## config.mk

```make
export PLATFORM = sky130hd
export DESIGN_NAME = game_countdown_timer
export DESIGN_NICKNAME = d
export VERILOG_FILES = /design/src/rtl/game_countdown_timer.sv
export SDC_FILE = /design/constraint.sdc
export NUM_CORES = 1
export LEC_CHECK = 0
export CAP_MARGIN = 20
export CORE_MARGIN = 4
export CORE_UTILIZATION = 45
export CTS_BUF_LIST = sky130_fd_sc_hd__clkbuf_2
export DETAILED_ROUTE_END_ITERATION = 12
export SETUP_SLACK_MARGIN = 0.4
export SLEW_MARGIN = 20
export SYNTH_ARGS = -nofsm -noshare
export SYNTH_HDL_FRONTEND = slang
export SYNTH_SLANG_ARGS = --single-unit
```

## constraint.sdc

```tcl
create_clock -name clk -period 33.7 [get_ports clk]
set_clock_uncertainty 0.2 [all_clocks]
set_input_delay 6.74 -clock clk [delete_from_list [all_inputs] [get_ports clk]]
set_output_delay 6.74 -clock clk [all_outputs]
set_load 0.01 [all_outputs]
```

## src/rtl/game_countdown_timer.sv

```systemverilog
// Countdown game clock: consumes the once-per-second pulse, keeps the remaining
// play time (M:SS BCD) and reports running / time-up / low-time warning status.
module game_countdown_timer #(
    parameter int START_SECONDS = 120,
    parameter int MAX_SECONDS   = 599,
    parameter int BONUS_SECONDS = 10,
    parameter int WARN_SECONDS  = 10
) (
    input  logic       clk,
    input  logic       reset,
    input  logic       secPassed,
    input  logic       startGame,
    input  logic       pause,
    input  logic       addBonus,
    output logic [3:0] minutes,
    output logic [3:0] secTens,
    output logic [3:0] secOnes,
    output logic       running,
    output logic       timeUp,
    output logic       timeUpPulse,
    output logic       warning,
    output logic       blinkOn
);

    typedef enum logic [1:0] {
        IDLE    = 2'd0,
        RUNNING = 2'd1,
        PAUSED  = 2'd2,
        EXPIRED = 2'd3
    } state_t;

    localparam logic [9:0]  START_CNT = 10'(START_SECONDS);
    localparam logic [9:0]  MAX_CNT   = 10'(MAX_SECONDS);
    localparam logic [10:0] MAX_WIDE  = 11'(MAX_SECONDS);
    localparam logic [10:0] BONUS_INC = 11'(BONUS_SECONDS);
    localparam logic [9:0]  WARN_CNT  = 10'(WARN_SECONDS);

    state_t     state_reg, state_next;
    logic [9:0] count_reg, count_next;
    logic       running_reg;
    logic       time_up_reg;
    logic       time_up_pulse_reg, time_up_pulse_next;
    logic       warning_reg, warning_next;
    logic       blink_reg, blink_next;

    logic        tick_eff;
    logic [10:0] bonus_only_sum;
    logic [9:0]  bonus_only_sat;
    logic [10:0] tick_sum;
    logic [9:0]  tick_sat;

    // Both candidate updates are computed in 11 bits, then saturated at the ceiling.
    // The tick path never underflows: a RUNNING count is always at least 1.
    always_comb begin
        bonus_only_sum = {1'b0, count_reg} + BONUS_INC;
        bonus_only_sat = (bonus_only_sum > MAX_WIDE) ? MAX_CNT : bonus_only_sum[9:0];
        tick_sum       = {1'b0, count_reg} + (addBonus ? BONUS_INC : 11'd0) - 11'd1;
        tick_sat       = (tick_sum > MAX_WIDE) ? MAX_CNT : tick_sum[9:0];
    end

    always_comb begin
        state_next = state_reg;
        count_next = count_reg;
        tick_eff   = 1'b0;

        if (startGame) begin
            count_next = START_CNT;
            state_next = pause ? PAUSED : RUNNING;
        end else begin
            case (state_reg)
                IDLE: begin
                    state_next = IDLE;
                end
                RUNNING: begin
                    if (pause) begin
                        state_next = PAUSED;
                        if (addBonus) begin
                            count_next = bonus_only_sat;
                        end
                    end else if (secPassed) begin
                        tick_eff   = 1'b1;
                        count_next = tick_sat;
                        if (tick_sat == 10'd0) begin
                            state_next = EXPIRED;
                        end
                    end else if (addBonus) begin
                        count_next = bonus_only_sat;
                    end
                end
                PAUSED: begin
                    if (addBonus) begin
                        count_next = bonus_only_sat;
                    end
                    if (!pause) begin
                        state_next = RUNNING;
                    end
                end
                EXPIRED: begin
                    count_next = 10'd0;
                end
                default: begin
                    state_next = IDLE;
                    count_next = START_CNT;
                end
            endcase
        end
    end

    // Status flags are precomputed from the next state so they land together with it.
    always_comb begin
        warning_next = (count_next >= 10'd1) && (count_next <= WARN_CNT) &&
                       ((state_next == RUNNING) || (state_next == PAUSED));

        if (startGame || !warning_next) begin
            blink_next = 1'b1;
        end else if (tick_eff) begin
            blink_next = ~blink_reg;
        end else begin
            blink_next = blink_reg;
        end

        time_up_pulse_next = (state_next == EXPIRED) && (state_reg != EXPIRED);
    end

    always_ff @(posedge clk) begin
        if (reset) begin
            state_reg         <= IDLE;
            count_reg         <= START_CNT;
            running_reg       <= 1'b0;
            time_up_reg       <= 1'b0;
            time_up_pulse_reg <= 1'b0;
            warning_reg       <= 1'b0;
            blink_reg         <= 1'b1;
        end else begin
            state_reg         <= state_next;
            count_reg         <= count_next;
            running_reg       <= (state_next == RUNNING);
            time_up_reg       <= (state_next == EXPIRED);
            time_up_pulse_reg <= time_up_pulse_next;
            warning_reg       <= warning_next;
            blink_reg         <= blink_next;
        end
    end

    // BCD decode of the registered count (at most 599, so one minutes digit).
    logic [3:0] minutes_dec;
    logic [9:0] sec_in_min;

    always_comb begin
        minutes_dec = 4'(count_reg / 10'd60);
        sec_in_min  = count_reg - (10'(minutes_dec) * 10'd60);
    end

    assign minutes     = minutes_dec;
    assign secTens     = 4'(sec_in_min / 10'd10);
    assign secOnes     = 4'(count_reg % 10'd10);
    assign running     = running_reg;
    assign timeUp      = time_up_reg;
    assign timeUpPulse = time_up_pulse_reg;
    assign warning     = warning_reg;
    assign blinkOn     = blink_reg;

endmodule

```

==> results.cfg <==
[outcome]
status = complete, no violations

[pwr]
pwr-share-comb_pct = 94.7
p_per_area_mw_per_mm2 = 108
switching_share_pct = 53.1
p_clk_share_pct = 1.6
p_switching_mw = 0.328
seqPwrFrac_pct = 3.7
internal-power_mw = 0.290
peakVddDrop_mv = 0.145
p_leak_nw = 2.32

[floorplanning]
start_util_pct = 46.8
die_x_um = 118
core_area_mm2 = 0.0116
die_h_um = 118
ios = 23
fp-row-count = 39
die-area_mm2 = 0.0139

[synth]
synth_common_cells = 71 x nor2_1, 59 x nand2_1, 55 x a21oi_1
synth_flop_cell = dfxtp_1
synth_warnings = 0
synth_cell_types = 96
synth_top_area_share_pct = 11.7
async_reset_ff_share_pct = 0
synthesis.area_mm2 = 0.00543
syn-num-nets = 846
synth_cells = 782
ys_seq_elements = 17
ys_seq_area_share_pct = 6.26
yosysMostFrequentCell = nor2_1
synth.area.top_cells = ha_1 12%, dfxtp_1 6.3%, xnor2_1 5.3%
avgSynthCellArea_um2 = 6.95
synth-edff-count = 0
synth_area_leader_cell = ha_1

[global_route]
top_usage_layer = met2
grt_pass1_wl_um = 26600
use_met2_pct = 36.5
gr-usage-met1_pct = 31.2
antenna_found_initial = 0
grt_usage_pct = 22.0
grt_overflow = 0
use_met3_pct = 2.35
grt_max_degree = 34
grt_pass1_vias = 5463

[flow_run]
maxCapViolCount = 0

[cells_and_area]
fillers = 1184
largest_register_ffs = 10
drive_above_1_share_pct = 5.81
stdcell_count = 917
final_nets = 839
final_util_pct = 49.2
stdcell_area_mm2 = 0.00572
areaGrowthSynthToFinish_pct = 5.20
num_antenna_cells = 0

[sta]
slew_violations = 0
fin_hold_ws_ns = 0.400
worst_slew_pin_slew_ns = 0.914
clock.fmax_mhz = 52.2
max_slew_margin_pct = 38.9
period_share_pct = 56.9
finalSetupViolCount = 0
setup_tns_ns = 0
hold_viol_final = 0
rsz0062_at_grt = false
period_minus_slack_ns = 19.16

[setup_path]
critPathRequiredTime_ns = 26.76
crit_path_top_delay_cell = dfxtp_1
critPathKind = reg2out
cp_slowest_stage_delay_ns = 0.82
worst_path_most_repeated_cell = a21oi_1
critPathLaunchType = register
cp-end-kind = output pin
cp.arrival_ns = 12.22
path_max_fanout = 19

[detailed_routing]
firstDrtPassIters = 5
wl_per_cell_um = 17.6
viasPerCell = 6.41
ant_nets = 0
via_count = 5879
post-route-drc-count = 0
drt-total-wl_um = 16100
dr.first_iter.drc_count = 668

[clock_tree]
clock_path_buffers = 2
ctsRootBufferMaster = clkbuf_2
cts.clk_slew.worst_paths_ns = 0.18
post_cts_resized = 0
cts_buffers = 3
holdBufCountCts = 0
clk_latency_ns = 0.32
postCtsSetupRepairBufs = 0
htreeDepth = 1
clock-sinks = 17
cts_tree = done

[place]
numPortBuffers = 22
gp_congestion = 0.944
dpl_cell_area_mm2 = 0.00570
dp.final_hpwl_um = 12100
placedCellCount = 913

[hold_path]
min_path_type = reg2reg
## cell usage in the layout, fill, tap and decap left out, types with 5 or more instances in the layout
| master | instances |
|---|---|
| fa_1 | 7 |
| o31ai_1 | 10 |
| o211ai_1 | 14 |
| o21ai_0 | 43 |
| or3_1 | 11 |
| a21oi_1 | 55 |
| a31oi_1 | 10 |
| a211oi_1 | 19 |
| nor2_1 | 71 |
| nand2_1 | 59 |
| ha_1 | 51 |
| nand3_1 | 24 |
| mux2i_1 | 6 |
| nor2b_1 | 17 |
| o221ai_1 | 9 |
| clkdlybuf4s50_1 | 22 |
| xnor2_1 | 33 |
| and2_1 | 7 |
| nand2b_1 | 11 |
| inv_1 | 54 |
| o22ai_1 | 11 |
| nor3_1 | 19 |
| a22oi_1 | 9 |
| and3_1 | 9 |
| o21bai_1 | 12 |
| o21a_1 | 9 |
| xor2_1 | 9 |
| o21ai_1 | 5 |
| dfxtp_1 | 17 |
| a21o_1 | 16 |
| nand4_1 | 6 |
| nor4_1 | 10 |
## path summary, 6_finish.rpt
| kind | cells past startpoint | endpoint | slack [ns] | from |
|---|---|---|---|---|
| min | 3 | blinkOn | 0.40 | blinkOn |
| max | 41 | secTens[0] | 14.54 | count_reg[1] |
| min reg2reg | 3 | blinkOn | 0.40 | blinkOn |
| max reg2reg | 18 | blinkOn | 27.96 | count_reg[1] |
## layer usage
layer | part of all wire (%) | wire [um] | up-vias
li1 | - | - | 2887
met1 | 47 | 7620 | 2746
met2 | 45 | 7250 | 220
met3 | 6.3 | 1020 | 26
met4 | 1.3 | 216 | 0
met5 | 0 | 0 | -
## logic make-up after synthesis
family	synth area share, %
flops	6.26
fa+ha+maj	14.9
mux	2.21
xor+xnor	6.77
compound gates	36.8
buf+inv	7.00
simple gates	26.1
## power by group through the flow
| stage | clock, mW | combinational (mW) | sequential [mW] |
|---|---|---|---|
| 5_1_grt | 0.0111 | 0.642 | 0.0230 |
| 2_1_floorplan | 0 | 0.426 | 0.0221 |
| 6_report | 0.00983 | 0.585 | 0.0229 |
| 3_3_place_gp | 0 | 0.565 | 0.0232 |
| 4_1_cts | 0.0101 | 0.582 | 0.0228 |
| 3_5_place_dp | 0 | 0.579 | 0.0233 |
## area by class of cell
cell class	count	area (um^2)	share of cell area, %
clock buffer	4	20.0	0.350
inverter	57	214	3.74
multi-input combinational	670	4710	82.4
sequential	17	340	5.95
tap	143	179	3.13
timing repair buffer	26	250	4.38
## critical path, delay by kind of cell, from the launching register on
family | cells | cell delay, ns
flops | 1 | 0.82
compound gates | 17 | 3.27
buf+inv | 5 | 1.19
xor+xnor | 4 | 1.15
mux | 1 | 0.13
fa+ha+maj | 6 | 2.18
simple gates | 8 | 3.14
## per-stage QoR
stage / power (mW) / worst slack [ns]
floorplan: 0.448 / 16.40
global placement: 0.589 / 15.41
detailed placement: 0.602 / 14.98
CTS: 0.615 / 14.58
global route: 0.676 / 13.42
finish: 0.617 / 14.54
Power figures use the tool's default switching activity.
